$ cat config.mk
export PLATFORM = sky130hd
export DESIGN_NAME = mem_port_arbiter
export DESIGN_NICKNAME = d
export VERILOG_FILES = /design/src/rtl/riscv_defs.sv /design/src/rtl/mem_port_arbiter.sv
export SDC_FILE = /design/constraint.sdc
export NUM_CORES = 1
export LEC_CHECK = 0
export ABC_AREA = 1
export BUFFER_PORTS_ARGS = -buffer_cell sky130_fd_sc_hd__buf_2
export CORE_AREA = 2 2 103 105
export CTS_BUF_LIST = sky130_fd_sc_hd__clkbuf_4
export CTS_CLUSTER_SIZE = 40
export DETAILED_ROUTE_END_ITERATION = 16
export DIE_AREA = 0 0 105 107
export HOLD_SLACK_MARGIN = 0.12
export PLACE_DENSITY = 0.71
export SLEW_MARGIN = 0
export SYNTH_ARGS = -nofsm -noshare
export SYNTH_HDL_FRONTEND = slang
export SYNTH_SLANG_ARGS = --single-unit
export TNS_END_PERCENT = 50
$ cat constraint.sdc
create_clock -name clk -period 3.3 [get_ports clk]
set_input_delay 0.165 -clock clk [delete_from_list [all_inputs] [get_ports clk]]
set_output_delay 0.165 -clock clk [all_outputs]
set_load 0.05 [all_outputs]
$ cat src/rtl/riscv_defs.sv
// Shared core definitions: memory-port arbiter state encoding
// and default data-streak limit.
package riscv_defs;

  typedef enum logic [1:0] {
    IDLE   = 2'd0,
    GNT_IF = 2'd1,
    GNT_DM = 2'd2
  } arb_state_e;

  localparam int MAX_DM_STREAK_DEF = 2;

endpackage

$ cat src/rtl/mem_port_arbiter.sv
// Single-port memory arbiter between instruction fetch and data access.
// Data wins by default; fetch is forced in after MAX_DM_STREAK data grants.
module mem_port_arbiter
  import riscv_defs::*;
#(
  parameter int ADDR_W        = 32,
  parameter int DATA_W        = 32,
  parameter int MAX_DM_STREAK = MAX_DM_STREAK_DEF
) (
  input  logic              clk,
  input  logic              rst,
  input  logic              if_req,
  input  logic [ADDR_W-1:0] if_addr,
  input  logic              if_flush,
  output logic [DATA_W-1:0] if_rdata,
  output logic              if_ready,
  input  logic              dm_req,
  input  logic              dm_we,
  input  logic [ADDR_W-1:0] dm_addr,
  input  logic [DATA_W-1:0] dm_wdata,
  output logic [DATA_W-1:0] dm_rdata,
  output logic              dm_ready,
  output logic              mem_valid,
  output logic              mem_we,
  output logic [ADDR_W-1:0] mem_addr,
  output logic [DATA_W-1:0] mem_wdata,
  input  logic [DATA_W-1:0] mem_rdata,
  input  logic              mem_ready
);

  localparam int SW = $clog2(MAX_DM_STREAK + 2);
  localparam logic [SW-1:0] STREAK_MAX = SW'(MAX_DM_STREAK);

  arb_state_e        r_state;
  logic [SW-1:0]     r_streak;
  logic              r_drop;
  logic [ADDR_W-1:0] r_addr;
  logic              r_we;
  logic [DATA_W-1:0] r_wdata;

  logic w_if_done;
  logic w_dm_done;
  logic w_if_ok;
  logic w_if_yield;

  assign w_if_done  = (r_state == GNT_IF) && mem_ready;
  assign w_dm_done  = (r_state == GNT_DM) && mem_ready;
  // A redirect in the completion cycle kills the stale fetch too
  assign w_if_ok    = w_if_done && !r_drop && !if_flush;
  assign w_if_yield = if_req && (r_streak == STREAK_MAX);

  always_ff @(posedge clk) begin
    if (rst) begin
      r_state  <= IDLE;
      r_streak <= '0;
      r_drop   <= 1'b0;
      r_addr   <= '0;
      r_we     <= 1'b0;
      r_wdata  <= '0;
    end else begin
      unique case (r_state)
        IDLE: begin
          if (dm_req && !w_if_yield) begin
            r_state <= GNT_DM;
            r_addr  <= dm_addr;
            r_we    <= dm_we;
            r_wdata <= dm_wdata;
          end else if (if_req) begin
            r_state <= GNT_IF;
            r_addr  <= if_addr;
            r_we    <= 1'b0;
            r_wdata <= '0;
          end
        end
        GNT_IF: begin
          if (mem_ready) begin
            r_state  <= IDLE;
            r_streak <= '0;
            r_drop   <= 1'b0;
          end else if (if_flush) begin
            r_drop <= 1'b1;
          end
        end
        GNT_DM: begin
          if (mem_ready) begin
            r_state <= IDLE;
            if (!if_req) begin
              r_streak <= '0;
            end else if (r_streak != STREAK_MAX) begin
              r_streak <= r_streak + SW'(1);
            end
          end
        end
        default: r_state <= IDLE;
      endcase
    end
  end

  assign mem_valid = (r_state != IDLE);
  assign mem_we    = r_we;
  assign mem_addr  = r_addr;
  assign mem_wdata = r_wdata;

  assign if_ready  = w_if_ok;
  assign dm_ready  = w_dm_done;
  assign if_rdata  = w_if_ok ? mem_rdata : '0;
  assign dm_rdata  = w_dm_done ? mem_rdata : '0;

endmodule

-- Yosys cells after proc, flatten, opt, wreduce, memory -nomap -nowiden
Index checks and enable logic that the tools add are counted.
- register bits: 70
- bits in latches: 0
- bits in writable memories: 0
- memory bits (read-only): 0
- output and inout bits: 132
- memories: 0
- add/subtract/negate cells: 1
- $mul: 0
- div/mod/pow operators: 0
- magnitude comparators: 0
- equality and inequality tests: 9
- shift operators: 0
- mux-type cells: 18
- bitwise operators: 0
- reduce and logical (&&, ||, !) cells: 19
- operators with widths (cell ; number):
    32-bit two-way mux ; 6
    2-bit two-way mux ; 6
    2-bit case mux with 2 select lines ; 2
    2-bit nonzero test ; 4
    1-bit logical AND ; 6
    2-bit != test (second input constant) ; 3
    2-bit AND reduction ; 3
    2-bit equality test (second input constant) ; 2
    1-bit two-way mux ; 4
    4-bit AND reduction ; 1
    1-bit zero test ; 3
    3-bit by 2-bit != test with 1-bit output (second input constant) ; 1
    3-bit != test (second input constant) ; 1
    2-bit by 1-bit adder with 2-bit output (second input constant) ; 1
    2-bit by 1-bit equality test with 1-bit output (second input constant) ; 1
    2-bit zero test ; 1
    2-bit by 1-bit != test with 1-bit output (second input constant) ; 1
    2-bit OR reduction ; 1

-- Longest topological paths before layout
Gate-level depths: netlist of run 1.
- depth in word-level cells: 6
- mapped depth: 9
- depth with buffers taken out: 9

-- Least setup slack after synthesis of run 1
OpenSTA, ideal clock, no wires.
- path kind: reg-to-output
- from: register r_state[0]
- to: output dm_rdata[22]
- arrival: 1.620 ns
- required time: 3.135 ns
- slack: 1.515 ns
- stages on the path, launching flop included: 6
- path buffers: 1
- path through: dfxtp_1 -> inv_1 -> ha_1 -> nand2_1 -> clkbuf_1 -> nor2_1
- longest elaborated chain between the ends: 3
- ends and longest elaborated chain (element ; line ; source):
    start: declaration ; mem_port_arbiter.sv:34 ; arb_state_e r_state;
    start signal: assignment ; mem_port_arbiter.sv:54 ; r_state <= IDLE;
    start signal: assignment ; mem_port_arbiter.sv:64 ; r_state <= GNT_DM;
    start signal: assignment ; mem_port_arbiter.sv:69 ; r_state <= GNT_IF;
    2-bit equality test ; mem_port_arbiter.sv:47 ; assign w_dm_done = (r_state == GNT_DM) && mem_ready;
    1-bit logical AND ; mem_port_arbiter.sv:47 ;
    32-bit two-way mux ; mem_port_arbiter.sv:107 ; assign dm_rdata = w_dm_done ? mem_rdata : '0;
    end: declaration ; mem_port_arbiter.sv:21 ; output logic [DATA_W-1:0] dm_rdata,
Every way passes these cells.

-- Final worst setup path of run 1
- from: register r_state[0]
- to: output dm_rdata[21]
The elaborated chain is that of the path after synthesis.

==> impl_metrics.csv, run 1 <==
group,metric,value,unit
outcome,status,"finished, final reports clean",
worst_setup_path,r2r_slack,1160,ps
hold_path,holdPathStages,5,
detailed_routing,vias_per_cell,4.58,
yosys,ys_warn_count,0,
yosys,synth_top_family_by_area,"simple AND/OR/NAND/NOR gates",
worst_setup_path,critPathRequiredTime,3130,ps
sta,rsz0062_at_grt,"no",
placement,pre_cts_ws,1270,ps
global_routing,grt_pass1_vias,4509,
yosys,synth_adder_area_share,0.0178,
pwr,power_density,469,mW/mm^2
clock_network,htree_levels,3,
floorplanning,die_area,0.0112,sq mm
global_routing,grt-ovfl-total,0,
cells_and_area,diodes,0,
pwr,p_leak,3.36,nW
yosys,synthCells,545,
hold_path,whs_endpoint,"mem_addr[20]",
worst_setup_path,path_max_fanout,33,
hold_path,worstHoldStart,"dm_addr[20]",
yosys,syn_avg_cell_area,6.45,sq um
global_routing,track_usage,0.237,
yosys,postSynth.asyncResetShare,0,
sta,max_clock_freq,409,MHz
cells_and_area,syn2layout_area_growth,71.4,%
yosys,synth_area_leaders,"dfxtp_1, nand2_1, a21oi_1, nor2_1, nand3_1",
placement,place_hpwl,8850,microns
clock_network,clockRootBuffer,"clkbuf_4",
clock_network,clk_pin_slew,120,ps
sta,slew_headroom,0.327,
yosys,synth.most_common_cell,"nand2_1",
yosys,synth_cell_types,19,
pwr,ir_drop,0.214,mV
yosys,synth_xor_xnor_area_share,0,
sta,layout_setup_ws,855,ps
worst_setup_path,crit_arrival,2280,ps
detailed_routing,antenna_left,0,
floorplanning,ioPinCount,267,
floorplanning,die_x,105,microns
global_routing,grt_pass1_wl,21400,microns
yosys,ys_seq_elements,70,
worst_setup_path,r2r-end,"mem_wdata[16]",
yosys,synth_top_area_frac,0.399,
detailed_routing,drtIter0Drc,305,
detailed_routing,drc,0,
clock_network,clkLatencyLatePin,420,ps
yosys,netlist_top_cells_count,"nand2_1, nor2_1, dfxtp_1",
yosys,yosysTopAreaCell,"dfxtp_1",
sta,setup_viol,0,
yosys,synth_compound_area_frac,0.110,
detailed_routing,totalWireLength,13800,microns
yosys,synth-main-ff-cell,"dfxtp_1",
worst_setup_path,worstSetupEndpointType,"output pin",
clock_network,ctsResizeCount,0,
cells_and_area,drive_above_1_share,0.340,
yosys,yosysSeqAreaShare,0.399,
yosys,synth_edf_count,0,
placement,place_inst,917,
floorplanning,die_y,107,microns
sta,worstMarginPinSlew,1010,ps
clock_network,cts.path.max_buffers,2,
sta,tns,0,ps
job,cap_violations,0,
worst_setup_path,path_class,"register to output pin",
yosys,netlist_area,0.00351,sq mm
clock_network,cts_tree,"yes",
sta,fin_skew,13.7,ps
global_routing,antenna_found_initial,0,
floorplanning,rows,37,
global_routing,grt_max_degree,66,
worst_setup_path,crit_start,"r_state[0]",
worst_setup_path,rr_startpoint,"r_streak[0]",
detailed_routing,wl_per_cell,13.4,microns
sta,hold_violations,0,
detailed_routing,firstDrtPassIters,4,
sta,min_period,2450,ps
placement,io_buffers,266,
clock_network,cts_sinks,70,
hold_path,hold_path.class,"input pin to register",
floorplanning,fp.coreArea,0.0101,sq mm
yosys,synth_fp_nets,685,
clock_network,postCtsSetupBuffers,0,
yosys,synthMuxAreaShare,0,
cells_and_area,utilization,0.597,
worst_setup_path,critPathLaunchType,"register",
detailed_routing,via_count,4722,
yosys,synthSimpleGateAreaFrac,0.366,
worst_setup_path,worst_r2r_path_depth,7,
sta,finalCritPeriodShare,0.741,
floorplanning,initial_utilization,0.348,
cells_and_area,final_cell_count_no_fill,1030,
clock_network,cts_made_buffers,9,
sta,maxSlewViolCount,0,
clock_network,cts_hold_buf,98,
cells_and_area,fin_nets,1030,
placement,place_congestion,0.738,
==> power by group <==
group	switching (mW)	internal (mW)	total, mW
registers	0.0431	0.935	0.979
clock network	0.317	0.379	0.696
logic	0.784	0.367	1.15
total	1.14	1.68	2.83
==> how the worst max path moves through the flow <==
stage | depth (start not counted) | slack (ps) | endpoint
final | 5 | 850 | dm_rdata[21]
after global routing | 5 | 610 | dm_rdata[28]
after CTS | 5 | 810 | dm_rdata[21]
after detailed placement | 7 | 1270 | mem_wdata[9]
after global placement | 5 | 1280 | dm_rdata[21]
after floorplan | 5 | 1510 | dm_rdata[22]
==> cell type report <==
class	count	area, sq um
Clock buffer	9	67.6
Clock inverter	6	111
Fill cell	972	4070
Inverter	43	161
Multi-Input combinational cell	395	1730
Sequential cell	70	1400
Tap cell	136	170
Timing Repair Buffer	371	2380
==> critical path: stages, from the launching register on <==
cell and delay [ps]:
dfxtp_1 350, inv_1 80, ha_1 250, nand2_1 600, nor2_1 270, buf_2 300
==> per-layer routing <==
metal,part of all wire,track usage,up-vias
met5,0,0,-
met4,0.022,0.0895,0
met3,0.058,0.0419,25
met2,0.53,0.462,203
met1,0.39,0.253,2125
li1,-,-,2369
==> state kept, by name, indices dropped and copies added, names as in the netlist <==
name and cells:
mem_wdata 32, r_streak 2, r_state 2, mem_we 1, mem_addr 32, r_drop 1
==> kinds of logic (layout without fill, tap and decap cells) <==
logic type / after synthesis / after routing
flops: 70 / 70
fa+ha+maj: 5 / 5
buf+inv: 80 / 429
simple gates: 321 / 321
compound gates: 69 / 69
==> metrics by stage <==
| stage | total power [mW] | hold WS (ps) | cell area, sq um |
|---|---|---|---|
| final | 2.83 | 140 | 6020 |
| after global routing | 2.98 | 133 | 6020 |
| after CTS | 2.83 | 120 | 6020 |
| after detailed placement | 2.02 | 421 | 4860 |
| after global placement | 2.01 | 415 | 4860 |
| after floorplan | 1.76 | 261 | 3510 |
==> placed cells by master (no fill, tap or decap) <==
cell type	Yosys	layout
clkinv_2	0	1
clkinv_4	0	1
dlygate4sd3_1	0	98
nand2_1	207	207
nand2_4	1	1
dfxtp_1	70	70
a21oi_2	10	10
buf_2	11	266
nor2_4	3	3
inv_1	42	42
buf_4	5	6
nand2_2	1	1
ha_1	5	5
nand3b_1	1	1
a211oi_1	1	1
clkinvlp_4	0	1
bufinv_16	0	3
a21oi_1	58	58
buf_12	0	1
nor2_1	72	72
inv_2	1	1
nand3_1	36	36
clkbuf_4	0	9
No activity file was read; power rests on OpenSTA's default activity.
==> inputs of run 2 (changes only) <==
--- a/config.mk
+++ b/config.mk
@@ -5,15 +5,15 @@
 export SDC_FILE = /design/constraint.sdc
 export NUM_CORES = 1
 export LEC_CHECK = 0
-export ABC_AREA = 1
+export ABC_AREA = 0
 export BUFFER_PORTS_ARGS = -buffer_cell sky130_fd_sc_hd__buf_2
-export CORE_AREA = 2 2 103 105
+export CORE_AREA = 2 2 104 106
 export CTS_BUF_LIST = sky130_fd_sc_hd__clkbuf_4
 export CTS_CLUSTER_SIZE = 40
 export DETAILED_ROUTE_END_ITERATION = 16
-export DIE_AREA = 0 0 105 107
+export DIE_AREA = 0 0 106 108
 export HOLD_SLACK_MARGIN = 0.12
-export PLACE_DENSITY = 0.71
+export PLACE_DENSITY = 0.7
 export SLEW_MARGIN = 0
 export SYNTH_ARGS = -nofsm -noshare
 export SYNTH_HDL_FRONTEND = slang
==> constraint.sdc (replaced) <==
create_clock -name clk -period 2.4 [get_ports clk]
set_input_delay 0.12 -clock clk [delete_from_list [all_inputs] [get_ports clk]]
set_output_delay 0.12 -clock clk [all_outputs]
set_load 0.05 [all_outputs]
==> run 2 against run 1 <==
Effect of this change: worst setup slack lost 700 ps; synthesized area shrank 0.71%; sequential power rose by 33%; synthesized cell count shrank 23%; first-iteration DRC count up 27%; wire length up 5.0%; critical path type is now register to register.
==> impl_metrics.csv, run 2 <==
group,metric,value,unit
yosys,synthMuxAreaShare,0.00646,
sta,slew_headroom,0.554,
yosys,synth_compound_area_frac,0.238,
worst_setup_path,r2r_slack,150,ps
yosys,synth_top_family_by_area,"simple AND/OR/NAND/NOR gates",
pwr,finalPower,3.23,mW
detailed_routing,drc,0,
placement,dpl_cell_area,0.00484,sq mm
worst_setup_path,critPathRequiredTime,2730,ps
cells_and_area,layout_commonest_cell,"buf_2",
cells_and_area,final_cell_count_no_fill,892,
worst_setup_path,path_max_fanout,47,
clock_network,cts_sinks,70,
detailed_routing,vias_per_cell,5.27,
worst_setup_path,rr_startpoint,"r_state[1]",
yosys,synthCells,418,
cells_and_area,diodes,0,
job,cap_violations,0,
yosys,postSynth.asyncResetShare,0,
yosys,ys_seq_elements,70,
yosys,synthSimpleGateAreaFrac,0.259,
floorplanning,fp.coreArea,0.0102,sq mm
yosys,yosysTopAreaCell,"dfxtp_1",
clock_network,cts.path.max_buffers,2,
detailed_routing,antenna_left,0,
detailed_routing,totalWireLength,14500,microns
worst_setup_path,worst_r2r_path_depth,8,
worst_setup_path,worstSetupEndpointType,"register",
floorplanning,die_y,108,microns
worst_setup_path,r2r-end,"mem_addr[1]",
sta,rsz0062_at_grt,"no",
hold_path,worstHoldStart,"rst",
yosys,synth_adder_area_share,0.0179,
cells_and_area,mostFrequentLayoutCells,"buf_2, dlygate4sd3_1, dfxtp_1",
global_routing,track_usage,0.228,
cells_and_area,utilization,0.586,
yosys,syn_avg_cell_area,8.35,sq um
yosys,netlist_area,0.00349,sq mm
pwr,power_density,538,mW/mm^2
clock_network,clk_pin_slew,130,ps
placement,place_inst,776,
outcome,status,"finished, final reports clean",
yosys,synth_xor_xnor_area_share,0,
placement,place_congestion,0.819,
detailed_routing,drtIter0Drc,388,
worst_setup_path,crit_path_end,"mem_addr[1]",
floorplanning,ioPinCount,267,
detailed_routing,via_count,4700,
yosys,synth_fp_nets,558,
cells_and_area,fill_cells,902,
yosys,yosysSeqAreaShare,0.402,
sta,maxSlewViolCount,0,
sta,worstMarginPinSlew,668,ps
clock_network,postCtsSetupBuffers,0,
sta,max_clock_freq,445,MHz
detailed_routing,firstDrtPassIters,5,
yosys,synth-main-ff-cell,"dfxtp_1",
clock_network,cts_tree,"yes",
worst_setup_path,cp_slowest_cell,"dlygate4sd3_1",
yosys,synth_area_leaders,"dfxtp_1, a32oi_1, o2111ai_1, a31oi_1, and2_1",
detailed_routing,wl_per_cell,16.2,microns
global_routing,grt-ovfl-total,0,
sta,min_period,2250,ps
worst_setup_path,cp_top_family,"buffers and inverters",
worst_setup_path,critPathLaunchType,"register",
worst_setup_path,crit_start,"r_state[1]",
floorplanning,die_area,0.0114,sq mm
worst_setup_path,path_class,"register to register",
sta,tns,0,ps
cells_and_area,fin_nets,891,
global_routing,grt_max_degree,67,
cells_and_area,syn2layout_area_growth,71.8,%
global_routing,grt_pass1_vias,4357,
worst_setup_path,crit_arrival,2580,ps
yosys,netlist_top_cells_count,"dfxtp_1, nor2_1",
worst_setup_path,crit_chain,"inv_1 > ha_1 > buf_4 > o21ai_4 > buf_12 > nand2_1 > a31oi_1 > dlygate4sd3_1",
clock_network,cts_made_buffers,9,
yosys,synth_cell_types,27,
clock_network,htree_levels,3,
yosys,ys_warn_count,0,
worst_setup_path,path_depth,8,
yosys,synth.most_common_cell,"dfxtp_1",
cells_and_area,drive_above_1_share,0.394,
floorplanning,rows,37,
sta,setup_viol,0,
sta,finalCritPeriodShare,0.937,
global_routing,grt_pass1_wl,21500,microns
sta,fin_skew,9.40,ps
sta,hold_violations,0,
clock_network,clockRootBuffer,"clkbuf_4",
pwr,ir_drop,0.403,mV
yosys,synth_edf_count,0,
worst_setup_path,slowest_delay,580,ps
worst_setup_path,cp_num_buf_inv,4,
placement,place_hpwl,8950,microns
sta,layout_setup_ws,151,ps
sta,hold_ws,166,ps
clock_network,clkLatencyLatePin,400,ps
global_routing,antenna_found_initial,0,
placement,io_buffers,266,
yosys,synth_top_area_frac,0.402,
cells_and_area,design_area,0.00599,sq mm
pwr,p_leak,3.03,nW
floorplanning,initial_utilization,0.341,
hold_path,hold_path.class,"input pin to register",
placement,pre_cts_ws,544,ps
floorplanning,die_x,106,microns
==> run 2: cell type report <==
class	count	area (sq um)	area share
tap	136	170	0.0284
clock buffer	9	67.6	0.0113
sequential	70	1400	0.234
clock inverter	7	65.1	0.0109
multi-input combinational	290	1840	0.307
timing repair buffer	375	2430	0.406
inverter	5	18.8	0.00313
==> run 2: cells by family (layout without fill, tap and decap cells) <==
group / after synthesis / count (layout)
fa+ha+maj: 5 / 5
buf+inv: 59 / 396
compound gates: 106 / 106
simple gates: 176 / 177
mux: 2 / 2
flops: 70 / 70
==> run 2: worst min-delay path by stage <==
stage	end	cells past startpoint
floorplan	mem_addr[24]	2
global placement	mem_wdata[2]	3
detailed placement	mem_wdata[28]	3
CTS	mem_wdata[16]	2
global route	mem_wdata[16]	2
finish	mem_wdata[16]	2
==> run 2: report_power, final <==
| group | leakage [nW] | internal, mW | switching (mW) |
|---|---|---|---|
| clock | 0.0630 | 0.309 | 0.432 |
| sequential | 0.576 | 1.25 | 0.0477 |
| combinational | 2.39 | 0.417 | 0.769 |
==> run 2: timing repair <==
item | CTS | global route
endpoints found under the setup margin | 0 | 23
gates resized for setup | 0 | 7
hold buffers | 99 | 0
endpoints found under the hold margin | 67 | 0
==> run 2: routing by layer <==
metal	track usage	vias to the layer above	wire length [microns]
li1	-	2225	-
met5	0	-	0
met1	0.290	2198	6000
met4	0.0648	0	267
met2	0.391	250	7150
met3	0.0506	27	1040
==> inputs of run 3 (changes only) <==
--- a/config.mk
+++ b/config.mk
@@ -13,8 +13,9 @@
 export DETAILED_ROUTE_END_ITERATION = 16
 export DIE_AREA = 0 0 106 108
 export HOLD_SLACK_MARGIN = 0.12
+export MAX_ROUTING_LAYER = met4
 export PLACE_DENSITY = 0.7
-export SLEW_MARGIN = 0
+export SLEW_MARGIN = 10
 export SYNTH_ARGS = -nofsm -noshare
 export SYNTH_HDL_FRONTEND = slang
 export SYNTH_SLANG_ARGS = --single-unit
==> run 3 against run 2 <==
Effect of this change: clock skew about the same; combinational power is essentially flat; largest cell class unchanged; highest routed layer unchanged; sequential power is essentially flat; total power barely moved; clock power is essentially flat; cell area did not move; critical path type unchanged.
==> impl_metrics.csv, run 3 (synthesis results as in run 2) <==
group,metric,value,unit
sta,setup_viol,0,
worst_setup_path,cp_top_family,"buffers and inverters",
clock_network,cts_sinks,70,
hold_path,hold_path.class,"input pin to register",
worst_setup_path,path_class,"register to register",
global_routing,met1_usage,0.293,
global_routing,grt_max_degree,67,
global_routing,grt.met2_usage,0.391,
worst_setup_path,critPathLaunchType,"register",
worst_setup_path,rr_startpoint,"r_state[1]",
detailed_routing,antenna_left,0,
job,cap_violations,0,
global_routing,use_met3,0.0482,
floorplanning,initial_utilization,0.341,
global_routing,antenna_found_initial,0,
worst_setup_path,worstSetupEndpointType,"register",
clock_network,cts_made_buffers,9,
hold_path,whs_endpoint,"mem_wdata[16]",
hold_path,worstHoldStart,"rst",
global_routing,grt_pass1_wl,21500,microns
sta,tns,0,ps
worst_setup_path,path_max_fanout,47,
placement,io_buffers,266,
detailed_routing,drc,0,
cells_and_area,fill_cells,902,
clock_network,htree_levels,3,
sta,maxSlewViolCount,0,
clock_network,clk_pin_slew,130,ps
worst_setup_path,crit_arrival,2580,ps
worst_setup_path,cp_slowest_cell,"dlygate4sd3_1",
sta,worstMarginPinSlew,666,ps
cells_and_area,fin_nets,891,
detailed_routing,vias_per_cell,5.25,
sta,finalCritPeriodShare,0.933,
floorplanning,ioPinCount,267,
sta,hold_ws,163,ps
detailed_routing,via_count,4680,
worst_setup_path,path_depth,8,
detailed_routing,drtIter0Drc,410,
clock_network,cts.path.max_buffers,2,
pwr,power_density,538,mW/mm^2
detailed_routing,totalWireLength,14500,microns
worst_setup_path,worst_r2r_path_depth,8,
pwr,p_leak,3.03,nW
sta,max_clock_freq,447,MHz
placement,place_hpwl,8950,microns
worst_setup_path,critPathRequiredTime,2740,ps
global_routing,grt_pass1_vias,4355,
clock_network,cts_tree,"yes",
cells_and_area,layout_commonest_cell,"buf_2",
outcome,status,"finished, final reports clean",
clock_network,clockRootBuffer,"clkbuf_4",
sta,rsz0062_at_grt,"no",
global_routing,track_usage,0.236,
floorplanning,die_area,0.0114,sq mm
global_routing,top_usage_layer,"met2",
detailed_routing,wl_per_cell,16.2,microns
worst_setup_path,r2r-end,"mem_addr[1]",
pwr,ir_drop,0.402,mV
global_routing,grt-ovfl-total,0,
floorplanning,die_x,106,microns
worst_setup_path,r2r_slack,160,ps
placement,place_congestion,0.831,
hold_path,holdPathStages,2,
clock_network,clkLatencyLatePin,400,ps
cells_and_area,syn2layout_area_growth,71.8,%
worst_setup_path,slowest_delay,580,ps
sta,min_period,2240,ps
worst_setup_path,crit_chain,"inv_1 > ha_1 > buf_4 > o21ai_4 > buf_12 > nand2_1 > a31oi_1 > dlygate4sd3_1",
cells_and_area,diodes,0,
sta,hold_violations,0,
floorplanning,die_y,108,microns
detailed_routing,firstDrtPassIters,5,
sta,slew_headroom,0.555,
floorplanning,rows,37,
sta,fin_skew,9.37,ps
cells_and_area,drive_above_1_share,0.394,
floorplanning,fp.coreArea,0.0102,sq mm
worst_setup_path,cp_num_buf_inv,4,
cells_and_area,mostFrequentLayoutCells,"buf_2, dlygate4sd3_1, dfxtp_1",
[run 3: worst max-delay path by stage]
stage | endpoint | slack, ps | from
2_1_floorplan | if_rdata[22] | 380 | r_state[1]
3_3_place_gp | mem_addr[28] | 660 | r_state[0]
3_5_place_dp | mem_addr[0] | 540 | r_state[0]
4_1_cts | mem_addr[30] | 20 | r_state[0]
5_1_grt | mem_addr[1] | 20 | r_state[1]
6_report | mem_addr[1] | 160 | r_state[1]
[run 3: where the power goes]
group / total [mW] / internal (mW) / switching (mW)
clock: 0.741 / 0.309 / 0.432
sequential: 1.30 / 1.25 / 0.0479
combinational: 1.19 / 0.417 / 0.768
[run 3: stage by stage]
stage,power (mW),utilization,instances,worst slack [ps],instance area (sq um)
after floorplan,2.04,-,418,380,3490
after global placement,2.31,0.473,776,659,4840
after detailed placement,2.33,0.473,776,544,4840
after CTS,3.23,0.583,891,15.6,5960
after global routing,3.38,0.586,892,20.4,5990
final,3.22,0.586,892,162,5990
[run 3: worst register-to-register path, stage by stage, from the launching register on]
cell,delay (ps)
dfxtp_1,370
inv_1,80
ha_1,270
buf_4,250
o21ai_4,110
buf_12,240
nand2_1,110
a31oi_1,170
dlygate4sd3_1,580
[run 3: cell type report]
| class | count | area [sq um] | area share |
|---|---|---|---|
| clock buffer | 9 | 67.6 | 0.0113 |
| clock inverter | 7 | 65.1 | 0.0109 |
| inverter | 5 | 18.8 | 0.00313 |
| multi-input combinational | 290 | 1840 | 0.307 |
| sequential | 70 | 1400 | 0.234 |
| tap | 136 | 170 | 0.0284 |
| timing repair buffer | 375 | 2430 | 0.406 |
[run 3: metal layers]
layer	routed length, microns	part of all wire
met1	6080	0.42
met2	7140	0.49
met3	961	0.066
met4	270	0.019
met5	0	0
[run 3: repair_timing]
action | in CTS | in global routing
gates resized for setup | 0 | 7
setup buffers | 0 | 0
hold endpoints to repair | 67 | 0
setup endpoints to repair | 0 | 23
hold buffers | 99 | 0
